### config.mk
export PLATFORM = sky130hd
export DESIGN_NAME = unpacked_serializer_flat
export DESIGN_NICKNAME = d
export VERILOG_FILES = /design/src/rtl/unpacked_serializer_if.sv /design/src/rtl/unpacked_serializer.sv /design/src/flat_wrapper.sv
export SDC_FILE = /design/constraint.sdc
export NUM_CORES = 1
export LEC_CHECK = 0
export ABC_AREA = 1
export CORE_MARGIN = 8
export CORE_UTILIZATION = 53
export DETAILED_ROUTE_END_ITERATION = 8
export GPL_ROUTABILITY_DRIVEN = 0
export PLACE_DENSITY = 0.88
export SLEW_MARGIN = 20
export SYNTH_ARGS = -nofsm -noshare
export SYNTH_HDL_FRONTEND = slang
export SYNTH_SLANG_ARGS = --single-unit
### constraint.sdc
create_clock -name i_clk -period 2.4 [get_ports i_clk]
set_input_delay 0.48 -clock i_clk [delete_from_list [all_inputs] [get_ports i_clk]]
set_output_delay 0.48 -clock i_clk [all_outputs]
set_load 0.01 [all_outputs]
### src/rtl/unpacked_serializer_if.sv
// Array bundle between the producer and the serializer.
// C is the read-only consumer view, P the producer view.
interface I;
  logic x [7:0];

  modport C (input x);
  modport P (output x);
endinterface

### src/rtl/unpacked_serializer.sv
// Snapshots an 8-entry array on start and streams it out one bit per
// valid/ready transfer, also reporting the snapshot's popcount.
module unpacked_serializer #(
  parameter logic LSB_FIRST = 1'b1
) (
  input  logic       i_clk,
  input  logic       i_arst_n,
  I.C                c,
  input  logic       i_start,
  input  logic       i_ready,
  output logic       o_valid,
  output logic       o_data,
  output logic       o_last,
  output logic       o_busy,
  output logic       o_done,
  output logic [3:0] o_popcnt
);

  typedef enum logic {IDLE, SHIFT} state_t;

  state_t     state, state_nx;
  logic [7:0] snap, snap_nx;
  logic [2:0] idx, idx_nx;
  logic [3:0] pop_nx;
  logic       done_nx;
  logic [7:0] x_flat;
  logic [3:0] x_ones;
  logic [2:0] sel;
  logic       xfer;

  always_comb begin
    x_flat = '0;
    x_ones = '0;
    for (int i = 0; i < 8; i++) begin
      x_flat[i] = c.x[i];
      x_ones    = x_ones + 4'(c.x[i]);
    end
  end

  always_ff @(posedge i_clk or negedge i_arst_n) begin
    if (!i_arst_n) begin
      state <= IDLE;
    end else begin
      state <= state_nx;
    end
  end

  always_ff @(posedge i_clk or negedge i_arst_n) begin
    if (!i_arst_n) begin
      snap     <= '0;
      idx      <= '0;
      o_popcnt <= '0;
      o_done   <= 1'b0;
    end else begin
      snap     <= snap_nx;
      idx      <= idx_nx;
      o_popcnt <= pop_nx;
      o_done   <= done_nx;
    end
  end

  assign xfer = (state == SHIFT) && i_ready;

  always_comb begin
    state_nx = state;
    snap_nx  = snap;
    idx_nx   = idx;
    pop_nx   = o_popcnt;
    done_nx  = 1'b0;
    unique case (state)
      IDLE: begin
        if (i_start) begin
          snap_nx  = x_flat;
          pop_nx   = x_ones;
          idx_nx   = '0;
          state_nx = SHIFT;
        end
      end
      SHIFT: begin
        if (xfer) begin
          if (idx == 3'd7) begin
            idx_nx   = '0;
            done_nx  = 1'b1;
            state_nx = IDLE;
          end else begin
            idx_nx = idx + 3'd1;
          end
        end
      end
      default: state_nx = IDLE;
    endcase
  end

  // 7-idx on a 3-bit index is its bitwise complement
  assign sel = LSB_FIRST ? idx : ~idx;

  always_comb begin
    o_valid = 1'b0;
    o_busy  = 1'b0;
    o_last  = 1'b0;
    o_data  = 1'b0;
    unique case (state)
      IDLE: ;
      SHIFT: begin
        o_valid = 1'b1;
        o_busy  = 1'b1;
        o_last  = (idx == 3'd7);
        o_data  = snap[sel];
      end
      default: ;
    endcase
  end

endmodule

### src/flat_wrapper.sv
// flat-port wrapper written by rule: the top's interface ports become plain ports
module unpacked_serializer_flat 
#(
  parameter logic LSB_FIRST = 1'b1
)
  (i_clk, i_arst_n, i_start, i_ready, o_valid, o_data, o_last, o_busy, o_done, o_popcnt, c_x);
  I c_i ();
  input  logic i_clk;
  input  logic i_arst_n;
  input  logic i_start;
  input  logic i_ready;
  output logic o_valid;
  output logic o_data;
  output logic o_last;
  output logic o_busy;
  output logic o_done;
  output logic [3:0] o_popcnt;
  input wire logic [$bits(c_i.x)-1:0] c_x;
  assign c_i.x = {>>{c_x}};
  unpacked_serializer #(.LSB_FIRST(LSB_FIRST)) u_core (.i_clk(i_clk), .i_arst_n(i_arst_n), .c(c_i), .i_start(i_start), .i_ready(i_ready), .o_valid(o_valid), .o_data(o_data), .o_last(o_last), .o_busy(o_busy), .o_done(o_done), .o_popcnt(o_popcnt));
endmodule
Yosys cells after proc, flatten, opt, wreduce, memory -nomap -nowiden
Index checks and enable logic that the tools add are counted.
- add/subtract/negate cells: 8
- multiply operators: 0
- div/mod/pow operators: 0
- order comparisons: 1
- equality and inequality tests: 3
- shift operators: 0
- multiplexer cells: 16
- bitwise gates (word level): 1
- reduce and logical (&&, ||, !) cells: 3
- operator list (operator ; count):
    4-bit by 1-bit adder with 4-bit output ; 6
    1-bit two-way mux ; 10
    3-bit two-way mux ; 3
    3-bit case mux with 2 select lines ; 1
    3-bit by 4-bit less-than comparator with 1-bit output (second input constant) ; 1
    2-bit != test (second input constant) ; 2
    2-bit AND reduction ; 2
    3-bit by 1-bit adder with 3-bit output (second input constant) ; 1
    1-bit binary-select mux with 3-bit select ; 1
    3-bit == test (second input constant) ; 1
    1-bit by 1-bit adder with 2-bit output ; 1
    1-bit case mux with 2 select lines ; 1
    1-bit logical AND ; 1
    1-bit NOT ; 1
- register bits: 17
- latch bits: 0
- RAM bits: 0
- bits in read-only memories: 0
- output and inout bits: 9
- word-level logic and storage cells: 37
- memories: 0

Logic depth before layout (Yosys ltp)
Gate-level depths: netlist of the first run.
- depth in word-level cells: 7
- mapped depth: 9
- mapped depth without buffers: 9

Worst setup path after synthesis of the first run
Ideal clock, no wire load.
- kind: in2reg
- start point: input c_x[0]
- end point: register u_core.o_popcnt[2]
- data arrival time: 2695 ps
- setup slack: -371 ps
- stages: 8
- path buffers: 0
- path through: ha_1 > inv_1 > fa_1 > fa_1 > fa_1 > fa_1 > xor2_1 > o21ai_1
- word-level cells in the longest chain between the ends: 7
- RTL lines (what ; line ; RTL):
    start, declared ; flat_wrapper.sv:18 ; input wire logic [$bits(c_i.x)-1:0] c_x;
    1-bit by 1-bit adder with 2-bit output ; unpacked_serializer.sv:36 ; x_ones = x_ones + 4'(c.x[i]);
    4-bit by 1-bit adder with 4-bit output (6 in a row) ; unpacked_serializer.sv:36 ;
    end signal, assigned ; unpacked_serializer.sv:57 ; o_popcnt <= pop_nx;
    end, declared ; unpacked_serializer.sv:16 ; output logic [3:0] o_popcnt
No other way between the ends.
A chain may end at the register's enable or synchronous reset.

Worst setup path after layout of the first run
- start point: input c_x[0]
- end point: register u_core.o_popcnt[1]
The elaborated chain is that of the path after synthesis.

==> flow_summary.json, run 1 <==
{
  "status": "finished, violations left",
  "violations": "negative setup slack",
  "endpoint_kind": "flip-flop",
  "path_class": "input pin to flip-flop",
  "io_pins": 21,
  "period_share_pct": 107.6,
  "endpoint": "u_core.o_popcnt[1]",
  "area_growth_pct": 27.46,
  "ys_ff_latch": 17,
  "layout_min_cycle_time_ns": 2.583,
  "cellLeakagePower_uw": 0.0006394,
  "grt_pass1_vias": 803,
  "r2r_cells": 4,
  "nNetsFinal": 157,
  "fillers": 144,
  "tns_ns": -0.3466,
  "dr.pass1.iters": 4,
  "syn-cell-area_um2": 979.7,
  "clkSlewWorstSetupHoldPaths_ns": 0.10,
  "critPathLaunch": "c_x[0]",
  "start_util_pct": 56.74,
  "root_buffer": "clkbuf_4",
  "clock_path_buffers": 2,
  "p_switching_uw": 494.6,
  "p_comb_share_pct": 48.6,
  "timing.rr.end": "u_core.idx[0]",
  "antenna_found_initial": 0,
  "synth_fp_nets": 133,
  "yosysSeqAreaShare_pct": 43.42,
  "track_usage_pct": 13.62,
  "swShare_pct": 39.04,
  "crit_fanout": 2,
  "final_cells": 160,
  "worst_hold_slack_ns": 0.3927,
  "reg2reg_slack_ns": 1.16,
  "reg2reg_from": "u_core.state",
  "setup_ws_ns": -0.1834,
  "drt_iter0_drc": 15,
  "startpoint_type": "input pin",
  "io_buffers": 20,
  "layout_common_cells": "nand2_1, inv_1, clkdlybuf4s50_1, dfrtp_1, nand3_1",
  "postRouteAntennaNets": 0,
  "drive_gt1_share_pct": 14.81,
  "clock_latency_ns": 0.30,
  "die_area_um2": 3480,
  "route.detailed.drc": 0,
  "rows": 15,
  "fmax_mhz": 387.1,
  "finClkSkew_ns": 0.003450,
  "powerDensity_nw_per_um2": 1015,
  "htree_levels": 1,
  "cts_buffers": 3,
  "ir_drop_v": 0.0005284,
  "finalPower_uw": 1267,
  "num_vias": 805,
  "grt_pass1_wl_um": 3532,
  "cp.required_ns": 2.59,
  "hold_viol": 0,
  "layout_commonest_cell": "nand2_1",
  "n_antenna_cell": 0,
  "dp_slack_ns": -0.9447,
  "seqPwrFrac_pct": 39.1,
  "pwr-share-clk_pct": 12.3,
  "netlist_instances": 112,
  "clkSinkCount": 17,
  "synth_area_per_cell_um2": 8.747,
  "grt_max_degree": 19,
  "wire_per_inst_um": 12.95,
  "maxCapViolations": 0,
  "die_h_um": 59.00,
  "dp.cells": 155,
  "grt-ovfl-total": 0,
  "cellInternalPower_uw": 772.5,
  "routed_wl_um": 2072,
  "finalSetupViolations": 2,
  "yosysTopAreaCellShare_pct": 43.42,
  "relSlewSlack_pct": 49.49,
  "worstPathArrival_ns": 2.78,
  "min_path_type": "input pin to flip-flop",
  "coreArea_um2": 1727,
  "yosysWarnings": 0,
  "maxSlewViolCount": 0,
  "vias_per_cell": 5.031,
  "ys_types": 20,
  "rsz0062_at_grt": "yes",
  "netlist_top_cells_area": "dfrtp_1, nand2_1, inv_1, fa_1, ha_1",
  "die_width_um": 59.00,
  "dpl.hpwl_um": 1591,
  "tightestPinTransition_ns": 0.7553,
  "cts_tree": "yes",
  "synth_area_leader_cell": "dfrtp_1"
}
-- cell usage after synthesis (all sizes together) --
| master | count |
|---|---|
| a21oi | 1 |
| fa | 4 |
| dfrtp | 17 |
| ha | 5 |
| inv | 26 |
| o22ai | 1 |
| nand3 | 8 |
| buf | 3 |
| a22oi | 1 |
| xor2 | 1 |
| o21ai | 13 |
| nor2 | 4 |
| nand2 | 28 |
-- cell families after synthesis --
group	Yosys count	share of synthesized area (%)
buffers and inverters	29	13.28
adder cells (fa/ha/maj)	9	14.56
AO/OA/AOI/OAI	16	9.323
flip-flops	17	43.42
XOR/XNOR	1	0.8942
AND/OR/NAND/NOR	40	18.52
-- power by group through the flow --
stage | combinational (uW) | clock [uW] | sequential, uW
detailed placement | 600 | 0 | 499
global route | 696 | 174 | 511
floorplan | 373 | 0 | 491
CTS | 618 | 165 | 492
global placement | 566 | 0 | 491
finish | 616 | 156 | 495
-- flip-flops by register name, indices dropped and copies added, names as in the netlist --
name / flops
u_core.snap: 8
u_core.o_popcnt: 4
u_core.idx: 3
u_core.o_done: 1
u_core.state: 1
-- critical path, cell delays in order --
cell and delay (ns):
buf_8 0.10, ha_4 0.25, inv_2 0.03, fa_1 0.51
fa_1 0.43, fa_2 0.38, fa_2 0.55, o21ai_2 0.05
-- routing by layer --
layer  global-route usage [%]  vias to the layer above  routed length (um)
li1                         -                      391                   -
met3                    3.688                        7                 136
met4                    9.898                        0                  65
met2                    22.12                       40                1055
met1                    14.92                      367                 814
met5                        0                        -                   0
-- per-stage QoR --
step           instance area, um^2  util [%]
3_3_place_gp                  1204     69.71
3_5_place_dp                  1204     69.71
2_1_floorplan                994.7         -
4_1_cts                       1236     71.59
6_report                      1249     72.32
5_1_grt                       1249     72.32
-- final cells by class --
cell class | count | area (um^2) | share of cell area, %
sequential | 17 | 426.7 | 34.17
timing repair buffer | 22 | 219.0 | 17.54
inverter | 26 | 100.1 | 8.016
tap | 25 | 31.28 | 2.505
multi-input combinational | 66 | 445.4 | 35.67
clock buffer | 4 | 26.28 | 2.104
-- how the worst min path moves through the flow --
stage                                   from                  to  slack, ns  cells after the start
after floorplan                     i_arst_n       u_core.idx[0]       0.18                      0
after global placement    u_core.o_popcnt[2]  u_core.o_popcnt[2]       0.47                      2
after detailed placement  u_core.o_popcnt[2]  u_core.o_popcnt[2]       0.48                      2
after CTS                             c_x[0]      u_core.snap[0]       0.39                      3
after global routing                  c_x[0]      u_core.snap[0]       0.38                      3
final                                 c_x[0]      u_core.snap[0]       0.39                      3
-- repair_timing --
item | 4_1_cts | 5_1_grt
hold buffers | 0 | 0
endpoints found under the setup margin | 4 | 3
resized for setup | 16 | 2
pin swaps | 6 | 5
buffers inserted | 0 | 1
(Power assumes the default switching activity.)
==> run 2: changes to the inputs <==
--- a/config.mk
+++ b/config.mk
@@ -6,11 +6,11 @@
 export NUM_CORES = 1
 export LEC_CHECK = 0
 export ABC_AREA = 1
-export CORE_MARGIN = 8
-export CORE_UTILIZATION = 53
+export CORE_MARGIN = 2
+export CORE_UTILIZATION = 49
 export DETAILED_ROUTE_END_ITERATION = 8
 export GPL_ROUTABILITY_DRIVEN = 0
-export PLACE_DENSITY = 0.88
+export PLACE_DENSITY = 0.82
 export SLEW_MARGIN = 20
 export SYNTH_ARGS = -nofsm -noshare
 export SYNTH_HDL_FRONTEND = slang
==> constraint.sdc (replaced) <==
create_clock -name i_clk -period 2.6 [get_ports i_clk]
set_input_delay 0.52 -clock i_clk [delete_from_list [all_inputs] [get_ports i_clk]]
set_output_delay 0.52 -clock i_clk [all_outputs]
set_load 0.01 [all_outputs]
==> flow_summary.json, run 2 (synthesized netlist as in run 1, its figures left out) <==
{
  "root_buffer": "clkbuf_4",
  "critical-path-top-delay-family": "adder cells",
  "postRouteAntennaNets": 0,
  "dr.pass1.iters": 4,
  "routed-wl-met2_um": 858,
  "status": "finished clean",
  "dp.cells": 158,
  "rows": 16,
  "reg_top3": "u_core.snap: 8 flops, u_core.o_popcnt: 4 flops, u_core.idx: 3 flops",
  "maxCapViolations": 0,
  "io_pins": 21,
  "worstPathArrival_ns": 2.76,
  "final_core_util_pct": 64.84,
  "die_h_um": 48.72,
  "cts_buffers": 3,
  "period_share_pct": 99.26,
  "cp_num_buf_inv": 2,
  "die_width_um": 48.72,
  "cp.required_ns": 2.78,
  "routedLengthMet1_um": 723,
  "fmax_mhz": 387.5,
  "n_antenna_cell": 0,
  "largest_reg_flops": 8,
  "antenna_found_initial": 0,
  "grt_max_degree": 19,
  "routed.top_layer": "met4",
  "clkSlewWorstSetupHoldPaths_ns": 0.10,
  "tns_ns": 0,
  "grt_pass1_wl_um": 3146,
  "crit_fanout": 2,
  "finalPower_uw": 1124,
  "dpl.hpwl_um": 1376,
  "layout_commonest_cell": "nand2_1",
  "hold_buffers": 0,
  "cpPeakStageDelay_ns": 0.53,
  "wire_per_inst_um": 10.36,
  "final_cells": 162,
  "critPathSlowestCell": "fa_2",
  "num_vias": 767,
  "vias_per_cell": 4.735,
  "post_cts_buffers": 0,
  "grt-ovfl-total": 0,
  "path_class": "input pin to flip-flop",
  "layout_min_cycle_time_ns": 2.581,
  "nNetsFinal": 157,
  "htree_levels": 1,
  "hold_viol": 0,
  "route.detailed.drc": 0,
  "relSlewSlack_pct": 51.05,
  "powerDensity_nw_per_um2": 901.6,
  "clock_latency_ns": 0.29,
  "coreArea_um2": 1922,
  "maxSlewViolCount": 0,
  "tightestPinTransition_ns": 0.7319,
  "io_buffers": 20,
  "track_usage_pct": 17.21,
  "die_area_um2": 2373,
  "finClkSkew_ns": 0.007384,
  "drive_gt1_share_pct": 14.07,
  "rsz0062_at_grt": "yes",
  "start_util_pct": 50.98,
  "layout_common_cells": "nand2_1, inv_1, dfrtp_1",
  "path_cells": "buf_8, ha_4, inv_2, fa_1, fa_1, fa_2, fa_2, o21ai_1",
  "endpoint_kind": "flip-flop",
  "grt_pass1_vias": 785,
  "routed_wl_um": 1679,
  "cts_tree": "yes",
  "drt_iter0_drc": 10,
  "regMostFlops": "u_core.snap",
  "ir_drop_v": 0.0004557,
  "finalSetupViolations": 0,
  "clock_path_buffers": 2,
  "startpoint_type": "input pin",
  "area_growth_pct": 27.20,
  "clkSinkCount": 17,
  "cellLeakagePower_uw": 0.0006377,
  "dr_wl_met3_um": 76,
  "min_path_type": "input pin to flip-flop"
}
[run 2: cell counts in the layout (fill, tap and decap cells not counted)]
No cell type changed its count.
[run 2: metal layers]
metal | up-vias | GRT usage [%]
li1 | 388 | -
met3 | 2 | 4.321
met5 | - | 0
met4 | 0 | 7.143
met2 | 17 | 30.14
met1 | 360 | 20.00
[run 2: metrics by stage]
stage                     setup slack (ns)  hold slack (ns)  instance area, um^2
final                              0.01919           0.4361                 1246
after global routing              -0.01628           0.4392                 1246
after CTS                         -0.09093           0.4429                 1242
after detailed placement           -0.7444           0.4792                 1214
after global placement             -0.6615           0.4745                 1214
after floorplan                    -0.1376           0.2244                994.7
[run 2: path summary, 6_finish.rpt]
check / endpoint / cells past startpoint / slack, ns / startpoint
max in group asynchronous: u_core.snap[7] / 1 / 1.48 / i_arst_n
worst min register to register: u_core.o_popcnt[3] / 2 / 0.49 / u_core.o_popcnt[3]
min in group asynchronous: u_core.snap[1] / 1 / 0.66 / i_arst_n
worst max-delay path: u_core.o_popcnt[1] / 8 / 0.02 / c_x[1]
worst min-delay path: u_core.snap[1] / 3 / 0.44 / c_x[1]
worst max register to register: u_core.idx[0] / 5 / 1.34 / u_core.idx[0]
[run 2: timing repair]
item | 4_1_cts | 5_1_grt
setup endpoints to repair | 3 | 2
pin swaps | 4 | 3
gates resized for setup | 16 | 1
[run 2: final cells by class]
cell class / instances / area (um^2)
repair buffers: 22 / 219.0
well taps: 27 / 33.78
clock buffers: 4 / 26.28
multi-input cells: 66 / 441.7
fillers: 178 / 675.6
inverters: 26 / 100.1
flip-flops and latches: 17 / 425.4
[run 2: power by group]
| part | switching, uW | total, uW | internal (uW) |
|---|---|---|---|
| Sequential | 75.8 | 456 | 381 |
| Clock | 80.0 | 140 | 59.7 |
| Combinational | 263 | 528 | 265 |
| Total | 418 | 1120 | 705 |
[run 2: worst reg2reg max path, delay by kind of cell (launching register included)]
| kind | cells | cell delay, ns |
|---|---|---|
| AO/OA/AOI/OAI | 1 | 0.14 |
| adder cells (fa/ha/maj) | 2 | 0.43 |
| buffers and inverters | 1 | 0.10 |
| flip-flops | 1 | 0.47 |
| AND/OR/NAND/NOR | 1 | 0.06 |
==> run 3: changes to the inputs <==
--- a/config.mk
+++ b/config.mk
@@ -9,8 +9,8 @@
 export CORE_MARGIN = 2
 export CORE_UTILIZATION = 49
 export DETAILED_ROUTE_END_ITERATION = 8
-export GPL_ROUTABILITY_DRIVEN = 0
 export PLACE_DENSITY = 0.82
+export SKIP_LAST_GASP = 1
 export SLEW_MARGIN = 20
 export SYNTH_ARGS = -nofsm -noshare
 export SYNTH_HDL_FRONTEND = slang
==> constraint.sdc (replaced) <==
create_clock -name i_clk -period 2.6 [get_ports i_clk]
set_input_delay 0.26 -clock i_clk [delete_from_list [all_inputs] [get_ports i_clk]]
set_output_delay 0.26 -clock i_clk [all_outputs]
set_load 0.01 [all_outputs]
==> flow_summary.json, run 3 (synthesized netlist as in run 1, its figures left out) <==
{
  "grt_max_degree": 19,
  "hold_viol": 0,
  "num_vias": 779,
  "path_class": "input pin to flip-flop",
  "cts_buffers": 3,
  "startpoint_type": "input pin",
  "period_share_pct": 96.16,
  "dp_slack_ns": -0.5086,
  "coreArea_um2": 1922,
  "grt_pass1_wl_um": 3408,
  "maxSlewViolCount": 0,
  "timing.rr.end": "u_core.idx[0]",
  "die_width_um": 48.72,
  "dpl.hpwl_um": 1417,
  "layout_min_cycle_time_ns": 2.500,
  "r2r_cells": 5,
  "cts_tree": "yes",
  "die_h_um": 48.72,
  "largest_reg_flops": 8,
  "hold_buffers": 0,
  "finClkSkew_ns": 0.007716,
  "io_buffers": 20,
  "grt_pass1_vias": 851,
  "ir_drop_v": 0.0004158,
  "io_pins": 21,
  "area_growth_pct": 25.54,
  "root_buffer": "clkbuf_4",
  "endpoint": "u_core.o_popcnt[2]",
  "relSlewSlack_pct": 49.13,
  "antenna_found_initial": 0,
  "reg2reg_from": "u_core.idx[0]",
  "cellLeakagePower_uw": 0.0006331,
  "layout_common_cells": "nand2_1, inv_1, dfrtp_1",
  "drive_gt1_share_pct": 13.33,
  "reg_top3": "u_core.snap: 8 flops, u_core.o_popcnt: 4 flops, u_core.idx: 3 flops",
  "grt-ovfl-total": 0,
  "vias_per_cell": 4.809,
  "postRouteAntennaNets": 0,
  "cp.required_ns": 2.81,
  "htree_levels": 1,
  "n_antenna_cell": 0,
  "powerDensity_nw_per_um2": 920.3,
  "setup_ws_ns": 0.09984,
  "route.detailed.drc": 0,
  "clkSinkCount": 17,
  "clock_path_buffers": 2,
  "min_path_type": "input pin to flip-flop",
  "drt_iter0_drc": 10,
  "reg2reg_slack_ns": 1.33,
  "nNetsFinal": 157,
  "crit_fanout": 2,
  "critPathLaunch": "c_x[0]",
  "die_area_um2": 2373,
  "routed_wl_um": 1824,
  "fmax_mhz": 400.0,
  "finalPower_uw": 1132,
  "dr.pass1.iters": 4,
  "maxCapViolations": 0,
  "tightestPinTransition_ns": 0.7607,
  "rsz0062_at_grt": "no",
  "routedLengthMet1_um": 804,
  "track_usage_pct": 18.07,
  "routed.top_layer": "met4",
  "layout_commonest_cell": "nand2_1",
  "placed_area_um2": 1199,
  "wire_per_inst_um": 11.26,
  "worstPathArrival_ns": 2.71,
  "clock_latency_ns": 0.28,
  "regMostFlops": "u_core.snap",
  "gp_congestion": 0.8166,
  "finalSetupViolations": 0,
  "clkSlewWorstSetupHoldPaths_ns": 0.10,
  "endpoint_kind": "flip-flop",
  "dr_wl_met3_um": 69,
  "finish.instance_area_um2": 1230,
  "final_core_util_pct": 64.00,
  "status": "finished clean",
  "rows": 16,
  "start_util_pct": 50.98,
  "routed-wl-met2_um": 941
}
[run 3: cell counts in the layout (fill, tap and decap cells not counted)]
No cell type changed its count.
[run 3: worst min-delay path by stage]
| stage | slack, ns | start | cells after the start | to |
|---|---|---|---|---|
| 2_1_floorplan | -0.04 | i_arst_n | 0 | u_core.idx[0] |
| 3_3_place_gp | 0.47 | u_core.o_popcnt[0] | 2 | u_core.o_popcnt[0] |
| 3_5_place_dp | 0.49 | u_core.o_popcnt[1] | 2 | u_core.o_popcnt[1] |
| 4_1_cts | 0.23 | c_x[0] | 3 | u_core.snap[0] |
| 5_1_grt | 0.24 | c_x[0] | 3 | u_core.snap[0] |
| 6_report | 0.24 | c_x[0] | 3 | u_core.snap[0] |
[run 3: where the power goes]
group | switching (uW) | leakage [uW] | total (uW) | internal, uW
logic | 277 | 0.000411 | 541 | 264
registers | 73.1 | 0.000207 | 453 | 380
clock network | 78.2 | 0.0000150 | 138 | 59.4
[run 3: final cells by class]
type                    count  area (um^2)
fillers                   184        691.9
clock buffers               4        26.28
repair buffers             22        202.7
multi-input cells          66        441.7
inverters                  26        100.1
well taps                  27        33.78
flip-flops and latches     17        425.4
[run 3: worst max-delay path: stages]
cell     delay [ns]
buf_2          0.12
ha_4           0.26
inv_2          0.03
fa_1           0.52
fa_1           0.45
fa_2           0.40
fa_2           0.39
xor2_1         0.15
o21ai_1        0.13
[run 3: layer usage]
metal,track usage [%],vias to the layer above
li1,-,390
met1,21.81,370
met2,33.11,17
met3,3.395,2
met4,4.286,0
met5,0,-
[run 3: what timing repair did]
item                       4_1_cts  5_1_grt
buffers inserted                 0        0
setup endpoints to repair        2        0
gates resized for setup         14        0
[run 3: through the flow]
step	hold slack (ns)	TNS, ns	std cells
2_1_floorplan	-0.03559	0	112
3_3_place_gp	0.4742	-0.8418	158
3_5_place_dp	0.4865	-1.036	158
4_1_cts	0.2348	0	162
5_1_grt	0.2423	0	162
6_report	0.2445	0	162
